[src/rtl/sdram_port_arbiter_if.sv]
// rtl/sdram_port_arbiter_if.sv - Avalon-MM link bundle shared by the two requesters and the SDRAM side
interface sdram_port_arbiter_if #(
    parameter int ADDR_W = 24,
    parameter int DATA_W = 16
);
    logic [ADDR_W-1:0]   address;
    logic                read;
    logic                write;
    logic [DATA_W-1:0]   writedata;
    logic [DATA_W/8-1:0] byteenable;
    logic                waitrequest;
    logic [DATA_W-1:0]   readdata;
    logic                readdatavalid;

    // Issuer of requests (a CPU/DMA, or the arbiter toward the SDRAM controller)
    modport master (
        output address, read, write, writedata, byteenable,
        input  waitrequest, readdata, readdatavalid
    );

    // Receiver of requests (the SDRAM controller, or the arbiter toward a requester)
    modport slave (
        input  address, read, write, writedata, byteenable,
        output waitrequest, readdata, readdatavalid
    );
endinterface

[src/rtl/sdram_port_arbiter.sv]
// rtl/sdram_port_arbiter.sv - two-master round-robin SDRAM port arbiter with read tag FIFO (option: ARB_FIXED_PRIO_EN)
module sdram_port_arbiter #(
    parameter int ADDR_W      = 24,
    parameter int DATA_W      = 16,
    parameter int MAX_PENDING = 8
) (
    input  logic                  clk_clk,
    input  logic                  reset_reset,
    sdram_port_arbiter_if.slave   m0,
    sdram_port_arbiter_if.slave   m1,
    sdram_port_arbiter_if.master  s,
    output logic                  err_stray_rdv
);
    localparam int IDX_W = $clog2(MAX_PENDING);
    localparam int PTR_W = IDX_W + 1;

    typedef enum logic [1:0] {ST_IDLE, ST_GRANT0, ST_GRANT1} state_t;

    state_t r_state, w_state_nxt;

    logic [MAX_PENDING-1:0] r_tags;
    logic [PTR_W-1:0]       r_wr_ptr, r_rd_ptr;
    logic                   r_rdv0, r_rdv1, r_err;
    logic [DATA_W-1:0]      r_rdata0, r_rdata1;

    logic w_req0, w_req1, w_prio;
    logic w_granted, w_sel_m1, w_rd, w_wr;
    logic w_s_read, w_s_write, w_accept;
    logic w_empty, w_full, w_push, w_pop, w_head;

`ifdef ARB_FIXED_PRIO_EN
    assign w_prio = 1'b0;
`else
    logic r_prio;

    // Round-robin pointer: after any accepted transfer the other master gets first pick
    always_ff @(posedge clk_clk) begin
        if (reset_reset)
            r_prio <= 1'b0;
        else if (w_accept)
            r_prio <= !w_sel_m1;
    end

    assign w_prio = r_prio;
`endif

    assign w_req0    = m0.read | m0.write;
    assign w_req1    = m1.read | m1.write;
    assign w_granted = (r_state != ST_IDLE);
    assign w_sel_m1  = (r_state == ST_GRANT1);

    // Tag FIFO status: extra pointer MSB distinguishes full from empty
    assign w_empty = (r_wr_ptr == r_rd_ptr);
    assign w_full  = (r_wr_ptr[PTR_W-1] != r_rd_ptr[PTR_W-1]) &&
                     (r_wr_ptr[IDX_W-1:0] == r_rd_ptr[IDX_W-1:0]);
    assign w_head  = r_tags[r_rd_ptr[IDX_W-1:0]];
    assign w_pop   = s.readdatavalid & !w_empty;

    // Read wins over an illegal simultaneous write; reads stall while no tag slot is free
    assign w_rd      = w_sel_m1 ? m1.read  : m0.read;
    assign w_wr      = w_sel_m1 ? m1.write : m0.write;
    assign w_s_read  = w_granted & w_rd & !w_full;
    assign w_s_write = w_granted & w_wr & !w_rd;
    assign w_accept  = (w_s_read | w_s_write) & !s.waitrequest;
    assign w_push    = w_accept & w_s_read;

    assign s.read       = w_s_read;
    assign s.write      = w_s_write;
    assign s.address    = !w_granted ? '0 : (w_sel_m1 ? m1.address    : m0.address);
    assign s.writedata  = !w_granted ? '0 : (w_sel_m1 ? m1.writedata  : m0.writedata);
    assign s.byteenable = !w_granted ? '0 : (w_sel_m1 ? m1.byteenable : m0.byteenable);

    assign m0.waitrequest = (r_state != ST_GRANT0) | s.waitrequest | (m0.read & w_full);
    assign m1.waitrequest = (r_state != ST_GRANT1) | s.waitrequest | (m1.read & w_full);

    assign m0.readdata      = r_rdata0;
    assign m1.readdata      = r_rdata1;
    assign m0.readdatavalid = r_rdv0;
    assign m1.readdatavalid = r_rdv1;
    assign err_stray_rdv    = r_err;

    // Grant state register
    always_ff @(posedge clk_clk) begin
        if (reset_reset)
            r_state <= ST_IDLE;
        else
            r_state <= w_state_nxt;
    end

    // Next grant: pick in IDLE, release on accept (or if the holder withdraws)
    always_comb begin
        w_state_nxt = r_state;
        case (r_state)
            ST_IDLE: begin
                if (w_req0 && (!w_req1 || !w_prio))
                    w_state_nxt = ST_GRANT0;
                else if (w_req1)
                    w_state_nxt = ST_GRANT1;
            end
            ST_GRANT0: begin
                if (!w_req0 || w_accept)
                    w_state_nxt = ST_IDLE;
            end
            ST_GRANT1: begin
                if (!w_req1 || w_accept)
                    w_state_nxt = ST_IDLE;
            end
            default: w_state_nxt = ST_IDLE;
        endcase
    end

    // Tag FIFO pointers; reset discards any outstanding tags
    always_ff @(posedge clk_clk) begin
        if (reset_reset) begin
            r_wr_ptr <= '0;
            r_rd_ptr <= '0;
        end else begin
            if (w_push)
                r_wr_ptr <= r_wr_ptr + PTR_W'(1);
            if (w_pop)
                r_rd_ptr <= r_rd_ptr + PTR_W'(1);
        end
    end

    // Tag storage: which master issued each outstanding read
    always_ff @(posedge clk_clk) begin
        if (w_push)
            r_tags[r_wr_ptr[IDX_W-1:0]] <= w_sel_m1;
    end

    // Registered read return routed by head tag; stray data flags a sticky error
    always_ff @(posedge clk_clk) begin
        if (reset_reset) begin
            r_rdv0   <= 1'b0;
            r_rdv1   <= 1'b0;
            r_rdata0 <= '0;
            r_rdata1 <= '0;
            r_err    <= 1'b0;
        end else begin
            r_rdv0 <= w_pop & !w_head;
            r_rdv1 <= w_pop & w_head;
            if (w_pop && !w_head)
                r_rdata0 <= s.readdata;
            if (w_pop && w_head)
                r_rdata1 <= s.readdata;
            if (s.readdatavalid && w_empty)
                r_err <= 1'b1;
        end
    end
endmodule

[src/flat_wrapper.sv]
// flat-port wrapper written by rule: the top's interface ports become plain ports
module sdram_port_arbiter_flat 
#(
    parameter int ADDR_W      = 24,
    parameter int DATA_W      = 16,
    parameter int MAX_PENDING = 8
)
  (clk_clk, reset_reset, err_stray_rdv, m0_address, m0_read, m0_write, m0_writedata, m0_byteenable, m0_waitrequest, m0_readdata, m0_readdatavalid, m1_address, m1_read, m1_write, m1_writedata, m1_byteenable, m1_waitrequest, m1_readdata, m1_readdatavalid, s_address, s_read, s_write, s_writedata, s_byteenable, s_waitrequest, s_readdata, s_readdatavalid);
  sdram_port_arbiter_if #(.ADDR_W(ADDR_W), .DATA_W(DATA_W)) m0_i ();
  sdram_port_arbiter_if #(.ADDR_W(ADDR_W), .DATA_W(DATA_W)) m1_i ();
  sdram_port_arbiter_if #(.ADDR_W(ADDR_W), .DATA_W(DATA_W)) s_i ();
  input  logic clk_clk;
  input  logic reset_reset;
  output logic err_stray_rdv;
  input wire logic [$bits(m0_i.address)-1:0] m0_address;
  input wire logic [$bits(m0_i.read)-1:0] m0_read;
  input wire logic [$bits(m0_i.write)-1:0] m0_write;
  input wire logic [$bits(m0_i.writedata)-1:0] m0_writedata;
  input wire logic [$bits(m0_i.byteenable)-1:0] m0_byteenable;
  output wire logic [$bits(m0_i.waitrequest)-1:0] m0_waitrequest;
  output wire logic [$bits(m0_i.readdata)-1:0] m0_readdata;
  output wire logic [$bits(m0_i.readdatavalid)-1:0] m0_readdatavalid;
  input wire logic [$bits(m1_i.address)-1:0] m1_address;
  input wire logic [$bits(m1_i.read)-1:0] m1_read;
  input wire logic [$bits(m1_i.write)-1:0] m1_write;
  input wire logic [$bits(m1_i.writedata)-1:0] m1_writedata;
  input wire logic [$bits(m1_i.byteenable)-1:0] m1_byteenable;
  output wire logic [$bits(m1_i.waitrequest)-1:0] m1_waitrequest;
  output wire logic [$bits(m1_i.readdata)-1:0] m1_readdata;
  output wire logic [$bits(m1_i.readdatavalid)-1:0] m1_readdatavalid;
  output wire logic [$bits(s_i.address)-1:0] s_address;
  output wire logic [$bits(s_i.read)-1:0] s_read;
  output wire logic [$bits(s_i.write)-1:0] s_write;
  output wire logic [$bits(s_i.writedata)-1:0] s_writedata;
  output wire logic [$bits(s_i.byteenable)-1:0] s_byteenable;
  input wire logic [$bits(s_i.waitrequest)-1:0] s_waitrequest;
  input wire logic [$bits(s_i.readdata)-1:0] s_readdata;
  input wire logic [$bits(s_i.readdatavalid)-1:0] s_readdatavalid;
  assign m0_i.address = m0_address;
  assign m0_i.read = m0_read;
  assign m0_i.write = m0_write;
  assign m0_i.writedata = m0_writedata;
  assign m0_i.byteenable = m0_byteenable;
  assign m0_waitrequest = m0_i.waitrequest;
  assign m0_readdata = m0_i.readdata;
  assign m0_readdatavalid = m0_i.readdatavalid;
  assign m1_i.address = m1_address;
  assign m1_i.read = m1_read;
  assign m1_i.write = m1_write;
  assign m1_i.writedata = m1_writedata;
  assign m1_i.byteenable = m1_byteenable;
  assign m1_waitrequest = m1_i.waitrequest;
  assign m1_readdata = m1_i.readdata;
  assign m1_readdatavalid = m1_i.readdatavalid;
  assign s_address = s_i.address;
  assign s_read = s_i.read;
  assign s_write = s_i.write;
  assign s_writedata = s_i.writedata;
  assign s_byteenable = s_i.byteenable;
  assign s_i.waitrequest = s_waitrequest;
  assign s_i.readdata = s_readdata;
  assign s_i.readdatavalid = s_readdatavalid;
  sdram_port_arbiter #(.ADDR_W(ADDR_W), .DATA_W(DATA_W), .MAX_PENDING(MAX_PENDING)) u_core (.clk_clk(clk_clk), .reset_reset(reset_reset), .m0(m0_i), .m1(m1_i), .s(s_i), .err_stray_rdv(err_stray_rdv));
endmodule
[config.mk]
export PLATFORM = sky130hd
export DESIGN_NAME = sdram_port_arbiter_flat
export DESIGN_NICKNAME = d
export VERILOG_FILES = /design/src/rtl/sdram_port_arbiter_if.sv /design/src/rtl/sdram_port_arbiter.sv /design/src/flat_wrapper.sv
export SDC_FILE = /design/constraint.sdc
export NUM_CORES = 1
export LEC_CHECK = 0
export CAP_MARGIN = 20
export CORE_UTILIZATION = 36
export DETAILED_ROUTE_END_ITERATION = 10
export PLACE_DENSITY = 0.88
export REMOVE_ABC_BUFFERS = 1
export SETUP_SLACK_MARGIN = 0.3
export SYNTH_ARGS = -nofsm -noshare
export SYNTH_HDL_FRONTEND = slang
export SYNTH_SLANG_ARGS = --single-unit
[constraint.sdc]
create_clock -name clk_clk -period 2.9 [get_ports clk_clk]
set_input_delay 0.725 -clock clk_clk [delete_from_list [all_inputs] [get_ports clk_clk]]
set_output_delay 0.725 -clock clk_clk [all_outputs]
set_load 0.01 [all_outputs]
# Yosys cells after proc, flatten, opt, wreduce, memory -nomap -nowiden
# Index checks and enable logic that the tools add are counted.
[word_totals] ramBits=0 latch_bits=0 ff_bits=54 in_bits=108 out_inout_bits=81 elab_cells=82 mem_count=0 rom_bits=0
[op_classes] eq_ne=10 reduce_logical=21 mul=0 n_mux=18 n_lt_le_gt_ge=3 bitwise=18 n_div=0 addsub=2 n_shift=0
[ops] op="two-way mux 24 bit" count=2
[ops] op="two-way mux 16 bit" count=2
[ops] op="two-way mux 2 bit" count=6
[ops] op="AND 1 bit" count=11
[ops] op="logical NOT 1 bit" count=9
[ops] op="adder 4 x 1 -> 4 bit (second input constant)" count=2
[ops] op="bitwise mux 8 bit" count=1
[ops] op="< comparator 3 x 4 -> 1 bit (second input constant)" count=2
[ops] op="OR 1 bit" count=7
[ops] op="logical AND 1 bit" count=6
[ops] op="case mux 2 bit (3 select lines)" count=1
[ops] op="equality test 4 bit" count=1
[ops] op="two-way mux 1 bit" count=4
[ops] op="inequality test 2 x 1 -> 1 bit (second input constant)" count=2
[ops] op="inequality test 2 bit (second input constant)" count=2
[ops] op="binary-select mux 1 bit (select 3 bit)" count=1
[ops] op="demux 1 bit (select 3 bit)" count=1
[ops] op="equality test 3 bit" count=1
[ops] op=">= comparator 3 x 1 -> 1 bit (second input constant)" count=1
[ops] op="logical OR 1 bit" count=3
[ops] op="inequality test 3 x 1 -> 1 bit (second input constant)" count=1
[ops] op="AND reduction 3 bit" count=1
[ops] op="equality test 2 x 1 -> 1 bit (second input constant)" count=1
[ops] op="equality test 2 bit (second input constant)" count=1
[ops] op="other kinds (3)" count=3

# Longest topological paths before layout
# Gate-level depths: netlist of run 1.
[logic_depth] ltp_word=9 ltp_mapped=7 ltp_nobuf=4

# Worst setup path before layout of run 1
# OpenSTA, ideal clock, no wires.
[synth_timing] path_type="register to output" startpoint="register u_core.r_state[1]" endpoint="output port s_address[10]" path_buffers=2 slack_ns=0.833 t_required_ns=2.175 arrival_time_ns=1.342 stages_incl_launch_ff=5 path_cell_list="dfxtp_1 > nor2b_1 > clkbuf_1 > clkbuf_1 > a22o_1"
[synth_between] elab_chain_len=3 elab_cells_between_ends=4
[synth_lines] item="from (decl)" line="sdram_port_arbiter.sv:19" source="state_t r_state, w_state_nxt;"
[synth_lines] item="from (signal assigned)" line="sdram_port_arbiter.sv:87" source="r_state <= w_state_nxt;"
[synth_lines] item="equality test 2 bit" line="sdram_port_arbiter.sv:50" source="assign w_sel_m1 = (r_state == ST_GRANT1);"
[synth_lines] item="net u_core.w_sel_m1" line="sdram_port_arbiter.sv:27" source="logic w_granted, w_sel_m1, w_rd, w_wr;"
[synth_lines] item="two-way mux 24 bit (2 in series)" line="sdram_port_arbiter.sv:69" source="assign s.address = !w_granted ? '0 : (w_sel_m1 ? m1.address : m0.address);"
[synth_lines] item="to (decl)" line="flat_wrapper.sv:31" source="output wire logic [$bits(s_i.address)-1:0] s_address;"
# The timed path passes the listed nets, and every way through them passes these cells.

# Final worst setup path of run 1
[layout_timing] startpoint="input port m0_writedata[1]" endpoint="output port s_writedata[1]"
[layout_between] elab_chain_len=2
[layout_lines] item="from (decl)" line="flat_wrapper.sv:18" source="input wire logic [$bits(m0_i.writedata)-1:0] m0_writedata;"
[layout_lines] item="two-way mux 16 bit (2 in series)" line="sdram_port_arbiter.sv:70" source="assign s.writedata = !w_granted ? '0 : (w_sel_m1 ? m1.writedata : m0.writedata);"
[layout_lines] item="to (decl)" line="flat_wrapper.sv:34" source="output wire logic [$bits(s_i.writedata)-1:0] s_writedata;"
# Every way passes these cells.

==> results.ini, run 1 <==
[layout]
antenna_cells=0
seq_area_um2=1170
final_util=0.653
drive_gt1_frac=0.0819
num-nets-final=573
syn2layout_area_growth_pct=75.2
nFillCells=583
multiInputGateArea_um2=1590

[setup_path]
reg2reg_depth=6
critPathArrivalTime_ps=1850
crit_path_end_kind=primary output
rr_startpoint=u_core.r_wr_ptr[2]
worstPathMaxFanout=1
startpoint=m0_writedata[1]
required_ps=2170
path_class=input pin to primary output
regToRegSetupSlack_ps=590
critPathLaunchType=input pin
r2r_end=u_core.r_tags[2]

[routing]
postRouteAntennaNets=0
vias_per_cell=5.12
drt_pass1_iterations=4
drc_errors=0
drt_iter0_markers=90
routed_wl_mm=9.01
wl_per_cell_um=15.9
vias=2900

[die]
die_h_um=91.5
coreArea_um2=7730
die_x_um=91.5
ios=189
row_count=32
die_area_um2=8370
start_util=0.373

[sta]
fin_crit_sh=0.889
hold_viol_final=0
worstMarginPinSlew_ps=591
fin_crit_ps=2580
final_max_slew_viol_count=0
setup_violations=0
maxSlewHeadroom=0.605
clock_skew_ps=13.0
rsz0062_at_grt=no
tns_ps=0
fmaxAchievable_mhz=388
worst_slack_ps=322

[clock_network]
clk_pin_slew_ps=100
cts_tree=done
clock_path_buffers=2
cts.sinks=54
numCtsBuffers=5
cts_root_buffer=clkbuf_8
hold_buffers=0
clk_latency_ps=310
h-tree-depth=2

[power_and_ir_drop]
p_per_area_nw_per_um2=365
peakVddDrop_uv=200
p_sw_mw=0.474
leakage_nw=2.27
total_power_mw=1.84
clock_power_share=0.278
p_int_mw=1.37
p_sw_frac=0.257
comb_power_share=0.285
power_frac_seq=0.437

[worst_hold_path]
hold_path_depth=2
hp-class=flip-flop to flip-flop
min_from=u_core.m1.readdata[14]
min_to=u_core.m1.readdata[14]

[status]
outcome=completed

[grt]
antenna_found_initial=0
grt_overflow=0
grt_pass1_wl_mm=14.0
grt_use_met2=0.377
grt_max_degree=67
grt_pass1_vias=2889
met3_usage=0.0603
met1_usage=0.227
grt_usage=0.211
grt_busiest_layer=met2

[synthesis]
yosysTopAreaCellShare=0.320
synth_top_area_cell=dfxtp_1
ys_seq_elements=54
synth_edf_count=8
syn_area_um2=2880
synth_cell_type_count=40
async_flop_share=0
ys_warn_count=0
ys_seq_area_frac=0.403
netlist_top_cells_count=52 x nand2b_1, 46 x dfxtp_1, 42 x a22o_1
post-synth-top-count-cell=nand2b_1
synthFlopType=dfxtp_1
syn_avg_cell_area_um2=10.2
synth_area_leaders=dfxtp_1 32%, a22o_1 13%, mux2i_1 12%
postSynthCellCount=282

[flow_run]
drv_cap=0

[placed_design]
dp_hpwl_mm=6.87
dp_slack_ps=90.5
gp_congestion=0.810
portBuffers=188

[layout make-up]
type,count,area share
repair buffers,199,0.401
multi-input cells,199,0.316
flip-flops and latches,54,0.233
well taps,102,0.0253
clock buffers,5,0.0136
clock inverters,3,0.00942
inverters,4,0.00297
[power groups by stage]
stage	logic, mW	clock network (mW)	registers, mW
floorplan	0.180	0	0.837
global placement	0.531	0	0.819
detailed placement	0.541	0	0.820
CTS	0.528	0.530	0.804
global route	0.560	0.554	0.809
finish	0.526	0.511	0.805
[critical path: stages]
cell,delay [ps]
clkdlybuf4s50_1,460
a22o_1,130
clkdlybuf4s50_1,530
[worst max path at each step]
stage,to,slack (ps),cells past startpoint
after floorplan,s_address[0],-680,2
after global placement,s_read,140,4
after detailed placement,s_read,90,4
after CTS,m0_waitrequest,270,6
after global routing,s_writedata[1],290,4
final,s_writedata[1],320,3
[cells by family after synthesis]
kind of cell	count (synthesis)	synth area share
AO/OA/AOI/OAI	60	0.174
XOR/XNOR	6	0.0182
adder cells (fa/ha/maj)	2	0.00868
buffers and inverters	29	0.0495
flip-flops	54	0.403
multiplexers	39	0.145
AND/OR/NAND/NOR	92	0.202
[registers in the layout, indices dropped and copies added, names as in the netlist]
register and count:
u_core.m1.readdatavalid 1, u_core.m0.readdatavalid 1, u_core.r_state 2, u_core.m0.readdata 16, u_core.r_rd_ptr 4, u_core.r_tags 8
u_core.err_stray_rdv 1, u_core.r_prio 1, u_core.m1.readdata 16, u_core.r_wr_ptr 4
[through the flow]
stage	area, µm²	hold WS, ps	cells
2_1_floorplan	2750	451	257
5_1_grt	5050	494	566
6_report	5050	480	566
3_5_place_dp	4840	467	554
4_1_cts	4950	483	564
3_3_place_gp	4840	459	554
[placed cells by master (no fill, tap or decap), types with 6 or more instances in the layout]
master,synthesis,routed
dlymetal6s2s_1,0,21
dfxtp_1,46,40
dlygate4sd2_1,0,18
a21oi_1,6,6
clkdlybuf4s50_1,0,147
a22o_1,42,42
nand2b_1,52,52
mux2i_1,35,35
nor2_1,8,8
edfxtp_1,8,8
buf_4,0,8
[layer usage]
layer	wire length (µm)	vias to the layer above	part of all wire
met2	4540	158	0.50
met5	0	-	0
met4	355	0	0.039
met1	3350	1335	0.37
li1	-	1384	-
met3	762	23	0.085
[what timing repair did]
item,4_1_cts,5_1_grt
pin swaps,1,1
hold endpoints to repair,0,0
cloned,0,1
buffers inserted,2,1
resized for setup,26,31
setup endpoints to repair,45,29
(Power assumes the default switching activity.)
==> run 2, diff against run 1 <==
PLACE_DENSITY = not set   (was 0.88)
PLACE_DENSITY_LB_ADDON = 0.25   (was not set)
==> results.ini, run 2 (same netlist as run 1, synthesis figures left out) <==
[status]
outcome=completed  ; unchanged

[layout]
syn2layout_area_growth_pct=74.6  ; was 75.2%
layout_commonest_cell=clkdlybuf4s50_1  ; unchanged
num-nets-final=576  ; was 573
final_util=0.651  ; was 0.653
antenna_cells=0  ; unchanged
drive_gt1_frac=0.0771  ; was 0.0819
final_cells=569  ; was 566
layout_common_cells=148 x clkdlybuf4s50_1, 52 x nand2b_1, 43 x dfxtp_1, 42 x a22o_1, 35 x mux2i_1  ; was 147 x clkdlybuf4s50_1, 52 x nand2b_1, 42 x a22o_1, 40 x dfxtp_1, 35 x mux2i_1

[die]
die_area_um2=8370  ; unchanged
die_h_um=91.5  ; unchanged
start_util=0.373  ; unchanged
ios=189  ; unchanged
coreArea_um2=7730  ; unchanged
row_count=32  ; unchanged
die_x_um=91.5  ; unchanged

[sta]
worstMarginPinSlew_ps=595  ; was 591 ps
final_max_slew_viol_count=0  ; unchanged
rsz0062_at_grt=no  ; unchanged
fin_crit_ps=2580  ; about the same
setup_violations=0  ; unchanged
fin_crit_sh=0.890  ; was 0.889
clock_skew_ps=9.22  ; was 13.0 ps
fmaxAchievable_mhz=388  ; about the same
maxSlewHeadroom=0.602  ; was 0.605
tns_ps=0  ; unchanged
hold_viol_final=0  ; unchanged

[grt]
grt_pass1_wl_mm=14.2  ; was 14.0 mm
antenna_found_initial=0  ; unchanged
grt_pass1_vias=2778  ; was 2889
grt_max_degree=67  ; unchanged
grt_usage=0.216  ; was 0.211
grt_overflow=0  ; unchanged

[routing]
drt_pass1_iterations=4  ; unchanged
vias=2802  ; was 2900
drt_iter0_markers=103  ; was 90
postRouteAntennaNets=0  ; unchanged
routed-wl-met3_um=486  ; was 762 µm
vias_per_cell=4.92  ; was 5.12
wl_per_cell_um=15.8  ; was 15.9 µm
routed.top_layer=met4  ; unchanged
routed_wl_mm=8.96  ; was 9.01 mm
wl_met1_mm=3.45  ; was 3.35 mm
wl_met2_mm=4.77  ; was 4.54 mm
drc_errors=0  ; unchanged

[placed_design]
place_inst=559  ; was 554
portBuffers=188  ; unchanged
gp_congestion=0.729  ; was 0.810
dp_hpwl_mm=6.90  ; was 6.87 mm

[setup_path]
crit_path_end_kind=primary output  ; unchanged
crit_path_frequent_cell=clkdlybuf4s50_1  ; unchanged
required_ps=2170  ; about the same
rr_startpoint=u_core.r_rd_ptr[1]  ; was u_core.r_wr_ptr[2]
reg2reg_depth=7  ; was 6
worstSetupEndpoint=s_writedata[6]  ; was s_writedata[1]
worstPathMaxFanout=1  ; unchanged
regToRegSetupSlack_ps=540  ; was 590 ps
crit_slowest_cell=clkdlybuf4s50_1  ; unchanged
r2r_end=u_core.r_tags[4]  ; was u_core.r_tags[2]
startpoint=m0_writedata[6]  ; was m0_writedata[1]
critPathArrivalTime_ps=1860  ; was 1850 ps
critPathLaunchType=input pin  ; unchanged
crit_chain=clkdlybuf4s50_1 > a22o_1 > clkdlybuf4s50_1  ; unchanged
critPathMaxStageDelay_ps=550  ; was 530 ps
path_class=input pin to primary output  ; unchanged

[clock_network]
clk_pin_slew_ps=90  ; was 100 ps
clock_path_buffers=2  ; unchanged
h-tree-depth=2  ; unchanged
cts_tree=done  ; unchanged
cts_root_buffer=clkbuf_8  ; unchanged
cts.sinks=54  ; unchanged
numCtsBuffers=5  ; unchanged
clk_latency_ps=310  ; about the same
hold_buffers=0  ; unchanged

[flow_run]
drv_cap=0  ; unchanged

[power_and_ir_drop]
leakage_nw=2.27  ; about the same
p_per_area_nw_per_um2=358  ; was 365 nW/µm²
peakVddDrop_uv=187  ; was 200 µV

[worst_hold_path]
hp-class=flip-flop to flip-flop  ; unchanged
hold_path_depth=2  ; unchanged

==> run 2: worst min-delay path by stage <==
stage / from / to / slack, ps
after floorplan: u_core.r_state[1] / u_core.r_state[1] / 450
after global placement: u_core.err_stray_rdv / u_core.err_stray_rdv / 460
after detailed placement: u_core.m1.readdata[8] / u_core.m1.readdata[8] / 460
after CTS: u_core.m1.readdata[8] / u_core.m1.readdata[8] / 480
after global routing: u_core.m1.readdata[1] / u_core.m1.readdata[1] / 500
final: u_core.m1.readdata[11] / u_core.m1.readdata[11] / 480
==> run 2: final cells by class <==
cell class                 count  area [µm²]
clock buffer                   7        97.6
clock inverter                 1        6.26
fill                         619        2700
inverter                       4        15.0
multi-input combinational    199        1590
sequential                    54        1160
tap                          102         128
timing repair buffer         202        2030
==> run 2: critical path, delay by kind of cell <==
kind                   cells  cell delay (ps)
buffers and inverters      2             1000
AOI/OAI and AO/OA          1              130
==> run 2: repair_timing <==
action	CTS	global route
setup buffers	2	0
resized for setup	23	26
pin swaps	1	1
setup endpoints to repair	46	30
==> run 2: per-layer routing <==
layer,GRT usage,vias up
li1,-,1384
met1,0.242,1294
met2,0.397,109
met3,0.0410,15
met4,0.0899,0
met5,0,-
==> run 2: through the flow <==
| step | power (mW) | cell area, µm² | hold slack [ps] | setup WS (ps) |
|---|---|---|---|---|
| after floorplan | 1.02 | 2750 | 451 | -681 |
| after global placement | 1.36 | 4860 | 457 | 79.8 |
| after detailed placement | 1.36 | 4860 | 462 | 77.4 |
| after CTS | 1.82 | 4970 | 480 | 239 |
| after global routing | 1.88 | 5030 | 504 | 302 |
| final | 1.80 | 5030 | 478 | 319 |
==> run 2: power by group <==
part	leakage (nW)	internal [mW]	total [mW]	switching (mW)
registers	0.443	0.784	0.799	0.0156
clock network	0.0539	0.224	0.472	0.248
logic	1.77	0.323	0.528	0.205
total	2.27	1.33	1.80	0.469
